$ cat config.mk
export PLATFORM = sky130hd
export DESIGN_NAME = bp_fe_ras_ctrl
export DESIGN_NICKNAME = d
export VERILOG_FILES = /design/src/rtl/bp_fe_ras_ctrl.sv
export SDC_FILE = /design/constraint.sdc
export NUM_CORES = 1
export LEC_CHECK = 0
export CORE_AREA = 2 2 143 145
export CTS_CLUSTER_DIAMETER = 60
export CTS_CLUSTER_SIZE = 24
export DETAILED_ROUTE_END_ITERATION = 6
export DIE_AREA = 0 0 145 147
export PLACE_DENSITY = 0.72
export SLEW_MARGIN = 10
export SYNTH_ARGS = -nofsm -noshare
export SYNTH_HDL_FRONTEND = slang
export SYNTH_SLANG_ARGS = --single-unit
$ cat constraint.sdc
create_clock -name clk_i -period 4 [get_ports clk_i]
set_clock_uncertainty 0.2 [all_clocks]
set_input_delay 0.4 -clock clk_i [delete_from_list [all_inputs] [get_ports clk_i]]
set_output_delay 0.4 -clock clk_i [all_outputs]
set_load 0.005 [all_outputs]
$ cat src/rtl/bp_fe_ras_ctrl.sv
// ---------------------------------------------------------------------------
// bp_fe_ras_ctrl
//
// Front-end pre-decode stage placed directly in front of the return-address
// stack. Each accepted RV64 instruction is classified as call, return,
// coroutine or none. The stage drives the RAS push/pop strobes in the accept
// cycle, tracks the speculative RAS depth, and hands a registered prediction
// (kind + target) to pc_gen through a valid/ready output register.
//
// Build option:
//   BP_FE_RAS_CTRL_COROUTINE_EN
//     defined   : coroutines are kind 11; pop in the accept cycle, then push
//                 pc+4 from the PUSH state one cycle later (one bubble).
//     undefined : no PUSH state; coroutines are treated as returns (kind 10).
//
// Ports:
//   clk_i          clock, rising edge
//   reset_n_i      asynchronous active-low reset
//   fetch_v_i      fetch packet valid
//   fetch_ready_o  stage can accept a packet this cycle
//   fetch_pc_i     PC of fetched instruction
//   fetch_instr_i  fetched 32-bit instruction
//   flush_i        backend redirect; kills stage contents
//   ras_push_o     push strobe to RAS (combinational)
//   ras_pop_o      pop strobe to RAS (combinational)
//   ras_data_o     push data (return address, zero-extended)
//   ras_data_i     RAS top-of-stack
//   ras_v_i        RAS top-of-stack valid
//   pred_v_o       prediction valid
//   pred_ready_i   pc_gen accepts prediction
//   pred_pc_o      PC of predicted instruction
//   pred_kind_o    00 none, 01 call, 10 return, 11 coroutine
//   pred_tgt_v_o   pred_tgt_o usable
//   pred_tgt_o     predicted return target
//   depth_o        speculative RAS occupancy (saturating)
// ---------------------------------------------------------------------------
module bp_fe_ras_ctrl #(
  parameter  int eaddr_width_p  = 64,
  parameter  int ras_depth_p    = 16,
  localparam int depth_width_lp = $clog2(ras_depth_p) + 1
) (
  input  logic                      clk_i,
  input  logic                      reset_n_i,
  input  logic                      fetch_v_i,
  output logic                      fetch_ready_o,
  input  logic [eaddr_width_p-1:0]  fetch_pc_i,
  input  logic [31:0]               fetch_instr_i,
  input  logic                      flush_i,
  output logic                      ras_push_o,
  output logic                      ras_pop_o,
  output logic [63:0]               ras_data_o,
  input  logic [63:0]               ras_data_i,
  input  logic                      ras_v_i,
  output logic                      pred_v_o,
  input  logic                      pred_ready_i,
  output logic [eaddr_width_p-1:0]  pred_pc_o,
  output logic [1:0]                pred_kind_o,
  output logic                      pred_tgt_v_o,
  output logic [63:0]               pred_tgt_o,
  output logic [depth_width_lp-1:0] depth_o
);

  localparam logic [1:0] kind_none_lp = 2'b00;
  localparam logic [1:0] kind_call_lp = 2'b01;
  localparam logic [1:0] kind_ret_lp  = 2'b10;
`ifdef BP_FE_RAS_CTRL_COROUTINE_EN
  localparam logic [1:0] kind_coro_lp = 2'b11;
`else
  // Without the PUSH state a coroutine degrades to a plain return.
  localparam logic [1:0] kind_coro_lp = 2'b10;
`endif

  localparam logic [depth_width_lp-1:0] depth_max_lp = depth_width_lp'(ras_depth_p);
  localparam logic [depth_width_lp-1:0] depth_one_lp = depth_width_lp'(1'b1);

  typedef enum logic [0:0] {
    IDLE = 1'b0,
    PUSH = 1'b1
  } state_e;

  // x1 (ra) and x5 (t0) are the RISC-V link registers.
  function automatic logic is_link(input logic [4:0] r);
    is_link = (r == 5'd1) || (r == 5'd5);
  endfunction

  // Classify an instruction into its RAS action.
  function automatic logic [1:0] classify(input logic [31:0] instr);
    logic [6:0] opc;
    logic [4:0] rd;
    logic [4:0] rs1;
    logic [2:0] f3;
    logic       rd_link;
    logic       rs1_link;
    opc      = instr[6:0];
    rd       = instr[11:7];
    f3       = instr[14:12];
    rs1      = instr[19:15];
    rd_link  = is_link(rd);
    rs1_link = is_link(rs1);
    classify = kind_none_lp;
    case (opc)
      7'b1101111: begin
        if (rd_link) classify = kind_call_lp;
        else         classify = kind_none_lp;
      end
      7'b1100111: begin
        if (f3 != 3'b000)              classify = kind_none_lp;
        else if (!rd_link && rs1_link) classify = kind_ret_lp;
        else if (rd_link && !rs1_link) classify = kind_call_lp;
        else if (rd_link && rs1_link) begin
          // Same link register on both sides is a call, not a swap.
          if (rd == rs1) classify = kind_call_lp;
          else           classify = kind_coro_lp;
        end
        else classify = kind_none_lp;
      end
      default: classify = kind_none_lp;
    endcase
  endfunction

  state_e                    state_r;
  state_e                    state_n;
  logic [depth_width_lp-1:0] depth_r;
  logic [depth_width_lp-1:0] depth_n;
  logic                      pred_v_r;
  logic [eaddr_width_p-1:0]  pred_pc_r;
  logic [1:0]                pred_kind_r;
  logic                      pred_tgt_v_r;
  logic [63:0]               pred_tgt_r;
`ifdef BP_FE_RAS_CTRL_COROUTINE_EN
  logic [63:0]               push_data_r;
  logic                      is_coro_s;
`endif

  logic                      fetch_ready_s;
  logic                      accept_s;
  logic [1:0]                kind_s;
  logic                      is_call_s;
  logic                      is_ret_s;
  logic                      depth_nz_s;
  logic [eaddr_width_p-1:0]  link_pc_s;
  logic [63:0]               link_data_s;
  logic                      ras_push_s;
  logic                      ras_pop_s;
  logic [63:0]               ras_data_s;
  logic                      unused_instr_s;

  // Upper instruction bits carry immediates only; the RAS decode ignores them.
  assign unused_instr_s = ^fetch_instr_i[31:20];

  // Decode, handshake and return-address arithmetic for the current packet.
  always_comb begin
    kind_s        = classify(fetch_instr_i);
    is_call_s     = (kind_s == kind_call_lp);
    // In the default build kind_coro_lp equals kind_ret_lp, so this also
    // covers coroutines.
    is_ret_s      = (kind_s == kind_ret_lp) || (kind_s == kind_coro_lp);
`ifdef BP_FE_RAS_CTRL_COROUTINE_EN
    is_coro_s     = (kind_s == kind_coro_lp);
`endif
    depth_nz_s    = (depth_r != '0);
    fetch_ready_s = reset_n_i & (state_r == IDLE) & ~flush_i & (~pred_v_r | pred_ready_i);
    accept_s      = fetch_v_i & fetch_ready_s;
    link_pc_s     = fetch_pc_i + eaddr_width_p'(3'd4);
    link_data_s   = 64'(link_pc_s);
  end

  // RAS strobes: push/pop are mutually exclusive by construction.
  always_comb begin
    ras_push_s = 1'b0;
    ras_pop_s  = 1'b0;
    ras_data_s = 64'd0;
`ifdef BP_FE_RAS_CTRL_COROUTINE_EN
    if (state_r == PUSH) begin
      // Second half of a coroutine; a flush in this cycle drops the push.
      if (!flush_i && reset_n_i) begin
        ras_push_s = 1'b1;
        ras_data_s = push_data_r;
      end
      else begin
        ras_push_s = 1'b0;
      end
    end
    else if (accept_s) begin
`else
    if (accept_s) begin
`endif
      if (is_call_s) begin
        ras_push_s = 1'b1;
        ras_data_s = link_data_s;
      end
      else if (is_ret_s) begin
        // Popping an empty speculative stack would corrupt the RAS pointer.
        ras_pop_s = depth_nz_s;
      end
      else begin
        ras_pop_s = 1'b0;
      end
    end
    else begin
      ras_push_s = 1'b0;
    end
  end

  // Next-state and speculative depth update.
  always_comb begin
    state_n = IDLE;
    depth_n = depth_r;
    if (flush_i) begin
      state_n = IDLE;
    end
    else begin
      case (state_r)
        IDLE: begin
`ifdef BP_FE_RAS_CTRL_COROUTINE_EN
          if (accept_s && is_coro_s) state_n = PUSH;
          else                       state_n = IDLE;
`else
          state_n = IDLE;
`endif
        end
        PUSH:    state_n = IDLE;
        default: state_n = IDLE;
      endcase
    end
    // Saturate at the RAS size: the RAS overwrites its oldest entry, so the
    // speculative count must not run past the physical depth.
    if (ras_push_s) begin
      if (depth_r == depth_max_lp) depth_n = depth_r;
      else                         depth_n = depth_r + depth_one_lp;
    end
    else if (ras_pop_s) begin
      depth_n = depth_r - depth_one_lp;
    end
    else begin
      depth_n = depth_r;
    end
  end

  // State, depth and prediction output register.
  always_ff @(posedge clk_i or negedge reset_n_i) begin
    if (!reset_n_i) begin
      state_r      <= IDLE;
      depth_r      <= '0;
      pred_v_r     <= 1'b0;
      pred_pc_r    <= '0;
      pred_kind_r  <= 2'b00;
      pred_tgt_v_r <= 1'b0;
      pred_tgt_r   <= 64'd0;
    end
    else begin
      state_r <= state_n;
      depth_r <= depth_n;
      if (flush_i || (!accept_s && pred_v_r && pred_ready_i)) begin
        pred_v_r     <= 1'b0;
        pred_pc_r    <= '0;
        pred_kind_r  <= 2'b00;
        pred_tgt_v_r <= 1'b0;
        pred_tgt_r   <= 64'd0;
      end
      else if (accept_s) begin
        pred_v_r     <= 1'b1;
        pred_pc_r    <= fetch_pc_i;
        pred_kind_r  <= kind_s;
        pred_tgt_v_r <= is_ret_s & ras_v_i & depth_nz_s;
        pred_tgt_r   <= is_ret_s ? ras_data_i : 64'd0;
      end
      else begin
        pred_v_r     <= pred_v_r;
      end
    end
  end

`ifdef BP_FE_RAS_CTRL_COROUTINE_EN
  // Return address saved for the deferred coroutine push.
  always_ff @(posedge clk_i or negedge reset_n_i) begin
    if (!reset_n_i) begin
      push_data_r <= 64'd0;
    end
    else if (accept_s && is_coro_s && !flush_i) begin
      push_data_r <= link_data_s;
    end
    else begin
      push_data_r <= push_data_r;
    end
  end
`endif

  assign fetch_ready_o = fetch_ready_s;
  assign ras_push_o    = ras_push_s;
  assign ras_pop_o     = ras_pop_s;
  assign ras_data_o    = ras_data_s;
  assign pred_v_o      = pred_v_r;
  assign pred_pc_o     = pred_pc_r;
  assign pred_kind_o   = pred_kind_r;
  assign pred_tgt_v_o  = pred_tgt_v_r;
  assign pred_tgt_o    = pred_tgt_r;
  assign depth_o       = depth_r;

endmodule
* After elaboration in Yosys (flattened, before gate mapping) *
Index checks and enable logic that the tools add are counted.

operators by class
  $add $sub $neg = 3
  reductions and logical operators = 16
  mux-type cells = 28
  bitwise gates (word level) = 8
  eq/ne operators = 11

operator list
  operator                                              number
  two-way mux 64 bit                                    7
  adder 64 x 3 -> 64 bit (second input constant)        1
  two-way mux 5 bit                                     3
  equality test 7 bit (second input constant)           2
  two-way mux 2 bit                                     7
  equality test 5 x 1 -> 1 bit (second input constant)  2
  equality test 5 x 3 -> 1 bit (second input constant)  2
  two-way mux 1 bit                                     10
  adder 5 x 1 -> 5 bit (second input constant)          1
  bitwise AND 1 bit                                     5
  equality test 5 bit                                   1
  equality test 5 bit (second input constant)           1
  logical AND 1 bit                                     5
  nonzero test 5 bit                                    1
  subtractor 5 x 1 -> 5 bit (second input constant)     1
  case mux 2 bit (2 select lines)                       1
  nonzero test 2 bit                                    2
  logical NOT 1 bit                                     3
  logical OR 1 bit                                      3
  nonzero test 3 bit                                    1
  equality test 2 x 1 -> 1 bit (second input constant)  1
  equality test 2 bit (second input constant)           1
  inequality test 2 bit (second input constant)         1
  NOT 1 bit                                             2
  other kinds (2)                                       2

word-level totals
  output and inout port bits = 204
  input port bits = 166
  register bits after elaboration = 137
  logic and storage cells = 72

* Depth between registers and ports, before layout *
Gate-level depths: netlist (run 1).

  word-level depth = 14
  mapped depth = 12

* Least setup slack after synthesis (run 1) *
OpenSTA, ideal clock, no wires.

  kind = input port to flip-flop
  start point = input pred_ready_i
  end point = register depth_r[4], in the netlist depth_o[4]
  data required time = 3,735 ps
  arrival = 2,685 ps
  stages = 11
  path slack = 1,051 ps
  path through = nand2b_1 > nand4b_1 > or2_2 > a211o_1 > buf_1 > ha_1 > a21o_1 > a21oi_1 > nor2_1 > o221ai_1 > o21a_1

between the ends
  cells in the longest elaborated chain, start to end = 6

RTL lines
  what                                                                   RTL line  RTL
  from (decl)                                                            55        input logic pred_ready_i,
  bitwise OR 1 bit (*)                                                   162       fetch_ready_s = reset_n_i & (state_r == IDLE) & ~flush_i & (~pred_v_r | pred_ready_i);
  bitwise AND 1 bit (*)                                                  162
  bitwise AND 1 bit (*)                                                  163       accept_s = fetch_v_i & fetch_ready_s;
  two-way mux 1 bit                                                      186       if (accept_s) begin
  inequality test 2 bit (no line) or nonzero test 2 bit (tied branches)  --
  AND reduction 2 bit (no line)                                          --
  to (signal assigned)                                                   253       depth_r <= depth_n;
  to (decl)                                                              123       logic [depth_width_lp-1:0] depth_r;

Mark *: on every way between the ends. The rest lies on a longest branch, timed or not.
A chain may end at the register's enable or synchronous reset.

* Final worst setup path (run 1) *
  start point = input fetch_pc_i[3]
  end point = output ras_data_o[48]

between the ends
  cells in the longest elaborated chain, start to end = 3

RTL lines
  what                    RTL line  RTL
  from (decl)             46        input logic [eaddr_width_p-1:0] fetch_pc_i,
  adder 64 x 3 -> 64 bit  164       link_pc_s = fetch_pc_i + eaddr_width_p'(3'd4);
  two-way mux 64 bit      188       if (is_call_s) begin
  two-way mux 64 bit      186
  to (decl)               51        output logic [63:0] ras_data_o,

Every way passes these cells.

==> impl_metrics.env, run 1 <==
export IMPL_status="finished, violations left"
export IMPL_failed_checks="hold timing"
export IMPL_p_per_area_mw_per_mm2=299
export IMPL_routed_top_layer="met4"
export IMPL_dieArea_mm2=0.0213
export IMPL_fin_crit_sh_pct=96.6
export IMPL_rsz0062_at_grt="no"
export IMPL_synthCells=653
export IMPL_coreArea_mm2=0.0198
export IMPL_grt_pass1_vias=6738
export IMPL_final_cell_mix="clkdlybuf4s50_1 (355), dfrtp_1 (137), a22o_1 (117), nor2_1 (64), xnor2_1 (49)"
export IMPL_final_max_slew_violation_count=0
export IMPL_wl_met3_um=1540
export IMPL_max_freq_mhz=259
export IMPL_synth_seq_cells=137
export IMPL_maxCapViolCount=0
export IMPL_vdd_drop_max_mv=0.271
export IMPL_drt_met1_wl_um=10000
export IMPL_grt_use_total_pct=22.6
export IMPL_fin_hold_ws_ns=-0.00317
export IMPL_avgSynthCellArea_um2=10.6
export IMPL_worstPathArrival_ns=3.26
export IMPL_finalSetupViolCount=0
export IMPL_rows=52
export IMPL_io_buffers=357
export IMPL_routed_wirelength_um=24200
export IMPL_synthTopCellsByArea="dfrtp_1 (50%), a22o_1 (15%), xnor2_1 (6.2%)"
export IMPL_worst_skew_pair_late_latency_ns=0.41
export IMPL_vias=6624
export IMPL_critPathKind="input port to output pin"
export IMPL_detail_route_antenna_nets=0
export IMPL_cp_required_ns=3.40
export IMPL_synth_top_area_share_pct=49.6
export IMPL_yosys_warnings=0
export IMPL_first_iter_violations=284
export IMPL_setup_slack_ns=0.137
export IMPL_hold_viol_final=12
export IMPL_cts_root_buf="clkbuf_16"
export IMPL_grt_pass1_wl_um=38200
export IMPL_async_flop_share_pct=100
export IMPL_layout_drive_gt1_share_pct=9.09
export IMPL_cts_setup_buffers=0
export IMPL_first_pass_iters=4
export IMPL_initial_core_util_pct=34.8
export IMPL_ys_flop_type="dfrtp_1"
export IMPL_ff2ff_path_depth=12
export IMPL_syn_nets=825
export IMPL_grt_max_degree=97
export IMPL_place_ws_ns=0.0827
export IMPL_syn_to_final_growth_pct=64.9
export IMPL_worstMarginPinSlew_ns=0.945
export IMPL_fin_crit_ns=3.86
export IMPL_wl_per_cell_um=18.7
export IMPL_timing_rr_start="pred_v_o$_DFFE_PN0P_"
export IMPL_min_path_type="input port to asynchronous set/reset pin"
export IMPL_cp_start_kind="input port"
export IMPL_yosysUniqueCellTypes=50
export IMPL_drc_errors=0
export IMPL_cts_buffers=17
export IMPL_path_max_fanout=15
export IMPL_layout_commonest_cell="clkdlybuf4s50_1"
export IMPL_power_static_leakage_nw=4.65
export IMPL_via_per_inst=5.12
export IMPL_cts_sinks=137
export IMPL_gr_total_overflow=0
export IMPL_place_congestion=0.836
export IMPL_fillCellCount=1730
export IMPL_r2r_end="depth_o[4]$_DFFE_PN0P_"
export IMPL_antenna_found_initial=0
export IMPL_synth_edf_count=0
export IMPL_tritoncts="yes"
export IMPL_yosysTopAreaCell="dfrtp_1"
export IMPL_setup_tns_ns=0
export IMPL_utilization_pct=57.4
export IMPL_worstSetupEndpointType="output pin"
export IMPL_die_h_um=147
export IMPL_io_pins=370
export IMPL_r2r_slack_ns=0.85
export IMPL_dr_wl_met2_um=12200
export IMPL_die_w_um=145
export IMPL_clock_path_buffers=2
export IMPL_cts_hold_buf=0
export IMPL_hpwl_um=17500
export IMPL_nets=1182
export IMPL_diodes=0
export IMPL_slew_headroom_pct=37.0
export IMPL_startpoint="fetch_pc_i[3]"
export IMPL_ys_seq_area_share_pct=49.6
export IMPL_clk_pin_slew_worst_paths_ns=0.07
export IMPL_critPathCapture="ras_data_o[48]"
export IMPL_synth_area_mm2=0.00691
export IMPL_htree_levels=4
worst max-delay path: stages:
cell and delay [ns]:
clkdlybuf4s50_1 0.54, ha_2 0.24, and4_1 0.26, nand2b_1 0.14, or3_1 0.39, buf_4 0.23, or3_1 0.38, a21oi_1 0.16
clkdlybuf4s50_1 0.52
worst min-delay path by stage:
stage / start / end / slack, ns / cells after the start
final: reset_n_i / pred_pc_o[12]$_DFFE_PN0P_ / -0.003 / 2
after global routing: reset_n_i / depth_o[2]$_DFFE_PN0P_ / 0.06 / 2
after CTS: reset_n_i / pred_pc_o[30]$_DFFE_PN0P_ / 0.02 / 2
after detailed placement: pred_kind_o[0]$_DFFE_PN0P_ / pred_kind_o[0]$_DFFE_PN0P_ / 0.27 / 2
after global placement: pred_kind_o[0]$_DFFE_PN0P_ / pred_kind_o[0]$_DFFE_PN0P_ / 0.26 / 2
after floorplan: reset_n_i / depth_o[0]$_DFFE_PN0P_ / -0.1 / 0
state kept, by name, indices dropped and copies added, names as in the netlist:
name,flops
pred_tgt_v_o,1
pred_tgt_o,64
depth_o,5
pred_kind_o,2
pred_pc_o,64
pred_v_o,1
per-layer routing:
metal  up-vias  track usage (%)
met1      3255             28.2
li1       3084                -
met5         -                0
met2       259             39.0
met3        26             5.68
met4         0             6.19
logic make-up (layout without fill, tap and decap cells):
family	after synthesis	in the layout	share of synthesized area [%]
flops	137	137	49.6
compound gates	155	155	17.9
buf+inv	62	432	3.95
simple gates	228	228	19.0
mux	3	3	0.435
xor+xnor	62	62	7.86
fa+ha+maj	6	6	1.20
timing repair:
action | 4_1_cts | 5_1_grt
resized for setup | 0 | 3
setup endpoints to repair | 0 | 3
hold endpoints to repair | 0 | 0
cell usage after synthesis, types with 5 or more instances:
cell and number:
a21oi_1 10, a22o_1 117, and2_1 6, and3_1 6, and4_1 5, buf_1 8, buf_2 8, clkbuf_1 22
dfrtp_1 137, ha_1 5, inv_1 19, nand2_1 39, nand2b_1 5, nand3_1 26, nor2_1 64, nor3_1 14
nor3_2 13, nor4_1 8, nor4_2 7, o21ai_0 18, or3_1 8, xnor2_1 49, xor2_1 13
final cells by class:
type	instances	area, um^2	area share [%]
Timing Repair Buffer	380	3760	33.0
Sequential cell	137	3430	30.1
Multi-Input combinational cell	454	3230	28.4
Clock buffer	18	429	3.77
Tap cell	270	338	2.97
Clock inverter	14	126	1.11
Inverter	20	75.1	0.659
power breakdown:
group / total [mW] / internal, mW / switching [mW]
Sequential: 1.44 / 1.42 / 0.0205
Clock: 1.52 / 0.819 / 0.700
Combinational: 0.444 / 0.252 / 0.191
Total: 3.40 / 2.49 / 0.912
stage by stage:
| step | hold WS [ns] | instances | instance area (um^2) | power, mW |
|---|---|---|---|---|
| floorplan | -0.0956 | 653 | 6910 | 1.58 |
| global placement | 0.261 | 1261 | 10800 | 1.91 |
| detailed placement | 0.269 | 1261 | 10800 | 1.91 |
| CTS | 0.0193 | 1293 | 11400 | 3.44 |
| global route | 0.0639 | 1293 | 11400 | 3.54 |
| finish | -0.00317 | 1293 | 11400 | 3.40 |
Note: power is estimated with default switching activity, not from simulation.
==> inputs of run 2 (changes only) <==
Settings changed: SLEW_MARGIN 10 to 20.
==> results of run 2 <==
No change in the layout: final DEF, timing and power equal those of run 1.
==> inputs of run 3 (changes only) <==
Settings changed: CTS_CLUSTER_SIZE 24 to default, GPL_ROUTABILITY_DRIVEN from default to 0.
==> results of run 3 <==
No change in the layout: final DEF, timing and power equal those of run 1.
